**config.mk**
```make
export PLATFORM = sky130hd
export DESIGN_NAME = spi_master_gen
export DESIGN_NICKNAME = d
export VERILOG_FILES = /design/src/rtl/spi_master_gen.sv
export SDC_FILE = /design/constraint.sdc
export NUM_CORES = 1
export LEC_CHECK = 0
export BUFFER_PORTS_ARGS = -buffer_cell sky130_fd_sc_hd__buf_4
export CELL_PAD_IN_SITES_DETAIL_PLACEMENT = 0
export CELL_PAD_IN_SITES_GLOBAL_PLACEMENT = 1
export CORE_ASPECT_RATIO = 0.5
export CORE_UTILIZATION = 40
export CTS_CLUSTER_SIZE = 28
export DETAILED_ROUTE_END_ITERATION = 6
export MAX_ROUTING_LAYER = met4
export PLACE_DENSITY_LB_ADDON = 0.1
export SYNTH_ARGS = -nofsm -noshare
export SYNTH_HDL_FRONTEND = slang
export SYNTH_SLANG_ARGS = --single-unit
export TNS_END_PERCENT = 1
```
**constraint.sdc**
```tcl
create_clock -name clk -period 5.8 [get_ports clk]
set_input_delay 0.58 -clock clk [delete_from_list [all_inputs] [get_ports clk]]
set_output_delay 0.58 -clock clk [all_outputs]
set_load 0.005 [all_outputs]
```
**src/rtl/spi_master_gen.sv**
```systemverilog
// spi_master_gen: SPI master with TX FIFO, all four modes, bit order, multi-CS and D/C
module spi_master_gen #(
  parameter int DATA_W = 8,
  parameter int NUM_CS = 1,
  parameter int FIFO_DEPTH = 4,
  parameter int DIV_W = 16,
  localparam int CS_W = NUM_CS > 1 ? $clog2(NUM_CS) : 1
) (
  input  logic              clk,
  input  logic              reset,
  input  logic [DIV_W-1:0]  div_factor,
  input  logic              cpol,
  input  logic              cpha,
  input  logic              lsb_first,
  input  logic [DATA_W-1:0] tx_data,
  input  logic              tx_dc,
  input  logic [CS_W-1:0]   tx_cs_sel,
  input  logic              tx_valid,
  output logic              tx_ready,
  output logic [DATA_W-1:0] rx_data,
  output logic              rx_valid,
  output logic              busy,
  output logic              sclk,
  output logic              mosi,
  input  logic              miso,
  output logic [NUM_CS-1:0] sce_n,
  output logic              dc,
  output logic              lcd_rst_n
);
  localparam int PTR_W = $clog2(FIFO_DEPTH);
  localparam int ENT_W = CS_W + 1 + DATA_W;
  localparam int EW = $clog2(2 * DATA_W);
  typedef enum logic [1:0] {IDLE, LOAD, SHIFT, GAP} state_t;
  state_t state_q, state_d;
  logic [ENT_W-1:0] mem_q [FIFO_DEPTH];
  logic [PTR_W-1:0] wr_q, wr_d, rd_q, rd_d;
  logic [PTR_W:0] fill_q, fill_d;
  logic [DIV_W-1:0] div_q, div_d, tmr_q, tmr_d;
  logic [EW-1:0] edge_q, edge_d;
  logic [CS_W-1:0] sel_q, sel_d, head_sel;
  logic [DATA_W-1:0] tx_q, tx_d, rx_q, rx_d, rx_data_q, rx_data_d, drv_src, rx_nx;
  logic [NUM_CS-1:0] sce_n_q, sce_n_d;
  logic cpol_q, cpol_d, cpha_q, cpha_d, lsb_q, lsb_d;
  logic sclk_q, sclk_d, mosi_q, mosi_d, dc_q, dc_d, rx_valid_q, rx_valid_d, rst_n_q;
  logic push, pop, tick, last, lead, drive, sample, e_cpha, e_lsb;
  assign tx_ready = fill_q != (PTR_W + 1)'(FIFO_DEPTH);
  assign busy = state_q != IDLE || fill_q != '0;
  assign rx_data = rx_data_q;
  assign rx_valid = rx_valid_q;
  assign sclk = sclk_q;
  assign mosi = mosi_q;
  assign sce_n = sce_n_q;
  assign dc = dc_q;
  assign lcd_rst_n = rst_n_q;
  always_comb begin
    head_sel = mem_q[rd_q][ENT_W-1 -: CS_W];
    push = tx_valid && tx_ready;
    tick = state_q != IDLE && tmr_q == (div_q == '0 ? '0 : div_q - DIV_W'(1));
    lead = !edge_q[0];
    last = state_q == SHIFT && tick && edge_q == EW'(2 * DATA_W - 1);
    pop = fill_q != '0 && (state_q == IDLE || (last && head_sel == sel_q));
    e_cpha = state_q == IDLE ? cpha : cpha_q;
    e_lsb = state_q == IDLE ? lsb_first : lsb_q;
    drive = pop ? !e_cpha : state_q == SHIFT && tick && !last && lead == cpha_q;
    sample = state_q == SHIFT && tick && lead != cpha_q;
    drv_src = pop ? mem_q[rd_q][DATA_W-1:0] : tx_q;
    rx_nx = !sample ? rx_q : lsb_q ? {miso, rx_q[DATA_W-1:1]} : {rx_q[DATA_W-2:0], miso};
    state_d = pop ? LOAD : state_q == LOAD && tick ? SHIFT : last ? GAP :
              state_q == GAP && tick ? IDLE : state_q;
    wr_d = wr_q + PTR_W'(push);
    rd_d = rd_q + PTR_W'(pop);
    fill_d = fill_q + (PTR_W + 1)'(push) - (PTR_W + 1)'(pop);
    tmr_d = state_q == IDLE || tick ? '0 : tmr_q + DIV_W'(1);
    edge_d = state_q != SHIFT ? '0 : edge_q + EW'(tick);
    cpol_d = state_q == IDLE ? cpol : cpol_q;
    cpha_d = state_q == IDLE ? cpha : cpha_q;
    lsb_d = state_q == IDLE ? lsb_first : lsb_q;
    div_d = state_q == IDLE ? div_factor : div_q;
    sel_d = pop ? head_sel : sel_q;
    dc_d = pop ? mem_q[rd_q][DATA_W] : dc_q;
    sce_n_d = pop ? ~(NUM_CS'(1) << head_sel) : last ? '1 : sce_n_q;
    mosi_d = drive ? (e_lsb ? drv_src[0] : drv_src[DATA_W-1]) : mosi_q;
    tx_d = drive ? (e_lsb ? drv_src >> 1 : drv_src << 1) : drv_src;
    sclk_d = state_q == IDLE ? cpol : last ? cpol_q : state_q == SHIFT && tick ? !sclk_q : sclk_q;
    rx_d = rx_nx;
    rx_data_d = last ? rx_nx : rx_data_q;
    rx_valid_d = last;
  end
  always_ff @(posedge clk) begin
    if (push) mem_q[wr_q] <= {tx_cs_sel, tx_dc, tx_data};
  end
  always_ff @(posedge clk or posedge reset) begin
    if (reset) begin
      state_q <= IDLE;
      wr_q <= '0;
      rd_q <= '0;
      fill_q <= '0;
      div_q <= '0;
      tmr_q <= '0;
      edge_q <= '0;
      sel_q <= '0;
      tx_q <= '0;
      rx_q <= '0;
      rx_data_q <= '0;
      sce_n_q <= '1;
      cpol_q <= 1'b0;
      cpha_q <= 1'b0;
      lsb_q <= 1'b0;
      sclk_q <= 1'b0;
      mosi_q <= 1'b0;
      dc_q <= 1'b0;
      rx_valid_q <= 1'b0;
      rst_n_q <= 1'b0;
    end else begin
      state_q <= state_d;
      wr_q <= wr_d;
      rd_q <= rd_d;
      fill_q <= fill_d;
      div_q <= div_d;
      tmr_q <= tmr_d;
      edge_q <= edge_d;
      sel_q <= sel_d;
      tx_q <= tx_d;
      rx_q <= rx_d;
      rx_data_q <= rx_data_d;
      sce_n_q <= sce_n_d;
      cpol_q <= cpol_d;
      cpha_q <= cpha_d;
      lsb_q <= lsb_d;
      sclk_q <= sclk_d;
      mosi_q <= mosi_d;
      dc_q <= dc_d;
      rx_valid_q <= rx_valid_d;
      rst_n_q <= 1'b1;
    end
  end
endmodule

```
==> impl_metrics.toml <==
[outcome]
status = "finished clean"

[cts]
clockBufferDepth = 2
post-cts-setup-buffers = 0
clock-root-buffer = "clkbuf_16"
h-tree-depth = 4
cts_buffers = 17
cts_sinks = 119
clk_latency_ns = 0.42
cts_hold_buf = 0
clk_transition_reported_paths_ns = 0.06
cts_tree = "yes"
ctsResizeCount = 0

[logic_synthesis]
synthCells = 523
yosys-mux-area-fraction = 0.135
synthAdderAreaFrac = 0.0193
synth_seq_cells = 119
synth_area_leaders = "dfrtp_1, edfxtp_1, mux2_2"
ys_warn_count = 0
syn_avg_cell_area_um2 = 11.9
synth.top_cell.area_share = 0.314
synthSimpleGateAreaFrac = 0.178
async_flop_share = 0.664
synth_compound_area_frac = 0.0739
synth.largest_area_cell = "dfrtp_1"
synthXorXnorAreaFrac = 0.0516
syn-num-nets = 565
synth_top_family_by_area = "simple AND/OR/NAND/NOR gates"
ys.flop_type = "dfrtp_1"
post_synth_num_cell_types = 74
ys_seq_area_frac = 0.512
synth_area_mm2 = 0.00621
synth_edf_count = 40

[timing]
holdWs_ns = 0.367
fin_worst_skew_ns = 0.0112
slew_violations = 0
finalCriticalPeriod_ns = 4.56
fmax_ghz = 0.219
hold_viol = 0
fin_ws_ns = 1.24
finalCritPeriodShare = 0.786
setup_tns_ns = 0
worst_slew_pin_slew_ns = 1.09
rsz0062_at_grt = "no"
max_slew_margin = 0.262
setup_viol = 0

[layout]
n_antenna_cell = 0
drive_gt1_frac = 0.266
area_delta_synth_final_pct = 17.4
final_nets = 615
instances_no_fill = 784
final_cell_mix = "dfrtp_1, buf_4, nor2_1, edfxtp_1, nand2_1"
final_common_cell = "dfrtp_1"

[global_routing]
track_usage = 0.189
grt_pass1_wl_mm = 22.5
grt_max_degree = 80
grt_pass1_vias = 4260
grt_antenna_before_repair = 0
overflow = 0

[pwr]
power.density_mw_per_mm2 = 323
p_leak_uw = 0.00302
ir_drop_mv = 0.193

[worst_setup_path]
path_buf_inv = 3
crit_path_frequent_cell = "ha_1"
start_kind = "register"
worstPathRequired_ns = 6.10
critPathSlowestCell = "nor3b_2"
worst-setup-path-type = "register to register"
cp_slowest_stage_delay_ns = 0.72
crit_chain = "inv_1 > ha_1 > nor3b_2 > nand3_1 > nand2b_1 > a311o_1 > nor4_4 > nand3_1 > o21ai_2 > buf_4 > ha_1 > inv_1 > ha_1 > fa_1 > xnor2_1 > xnor2_1"
crit_fanout = 27
end_kind = "register"
cp.arrival_ns = 4.86
critical_path.top_delay_family = "simple AND/OR/NAND/NOR gates"

[floorplan]
die_x_um = 178
die-area_mm2 = 0.0161
start_util = 0.419
num_rows = 31
core_area_mm2 = 0.0148
ioPinCount = 49
fp.dieH_um = 90.1

[detailed_routing]
wl_per_cell_um = 17.2
vias_per_cell = 5.38
drt_iter0_drc = 254
vias = 4216
route.detailed.drc = 0
dr.pass1.iters = 4
antenna_left = 0
wirelength_mm = 13.5

[placement]
port_buffers = 48
dpl.hpwl_mm = 9.21
numPlacedInstances = 752
gp_congestion = 0.843
place_ws_ns = 1.30

[job]
cap_violations = 0

[worst_hold_path]
hold_path.class = "input pin to register"
## cells by family (layout without fill, tap and decap cells)
kind of cell,count (synthesis),count (layout)
buf+inv,41,104
compound gates,67,67
simple gates,191,191
other cells,1,1
xor+xnor,35,35
flops,119,119
fa+ha+maj,9,9
mux,60,60
## registers in the layout, indices dropped and copies added (netlist names)
register and count:
cpha_q 1, cpol_q 1, dc 1, div_q 16, edge_q 4, fill_q 3
lcd_rst_n 1, lsb_q 1, mem_q 40, mosi 1, rd_q 2, rx_data 8
rx_q 8, rx_valid 1, sce_n 1, sclk 1, sel_q 1, state_q 2
tmr_q 16, tx_q 8, wr_q 2
## synthesized netlist by cell type (10+ instances only)
library cell / n
mux4_2: 10
mux2_2: 26
a21oi_1: 11
inv_1: 20
dfrtp_1: 78
nor2_1: 46
clkbuf_1: 12
o21ai_0: 16
mux2_4: 16
nand3_1: 21
xnor2_1: 18
nand2_1: 37
edfxtp_1: 40
xor2_1: 16
## metrics by stage
stage          area (um2)  utilization  power, uW
2_1_floorplan        6210            -       1290
3_3_place_gp         6750        0.455       1390
3_5_place_dp         6750        0.455       1400
4_1_cts              7290        0.492       2390
5_1_grt              7290        0.492       2480
6_report             7290        0.492       2360
## power by group
part / internal [uW] / switching (uW)
Clock: 590 / 389
Combinational: 141 / 157
Sequential: 985 / 94.8
Total: 1720 / 641
## final cells by class
cell class,count,area (um2)
clock buffers,21,440
flip-flops and latches,119,3180
multi-input cells,363,2860
inverters,20,76.3
fillers,1367,7520
well taps,198,248
clock inverters,11,104
repair buffers,52,390
## per-layer routing
layer	wire length [um]	GRT usage
met5	0	-
met4	146	0.0516
met3	483	0.0486
met2	5910	0.270
met1	6950	0.263
## path summary, 6_finish.rpt
check / startpoint / depth (start not counted) / endpoint / slack [ns]
hold / removal: tx_cs_sel / 1 / mem_q[3][9]$_DFFE_PP_ / 0.37
min in group asynchronous: reset / 3 / div_q[15]$_DFFE_PP0N_ / 0.49
hold reg to reg: cpol_q$_DFFE_PP0N_ / 2 / cpol_q$_DFFE_PP0N_ / 0.51
setup / recovery: div_q[0]$_DFFE_PP0N_ / 16 / fill_q[2]$_DFF_PP0_ / 1.24
setup reg to reg: div_q[0]$_DFFE_PP0N_ / 16 / fill_q[2]$_DFF_PP0_ / 1.24
max in group asynchronous: reset / 3 / div_q[5]$_DFFE_PP0N_ / 4.67
Power figures use the tool's default switching activity.
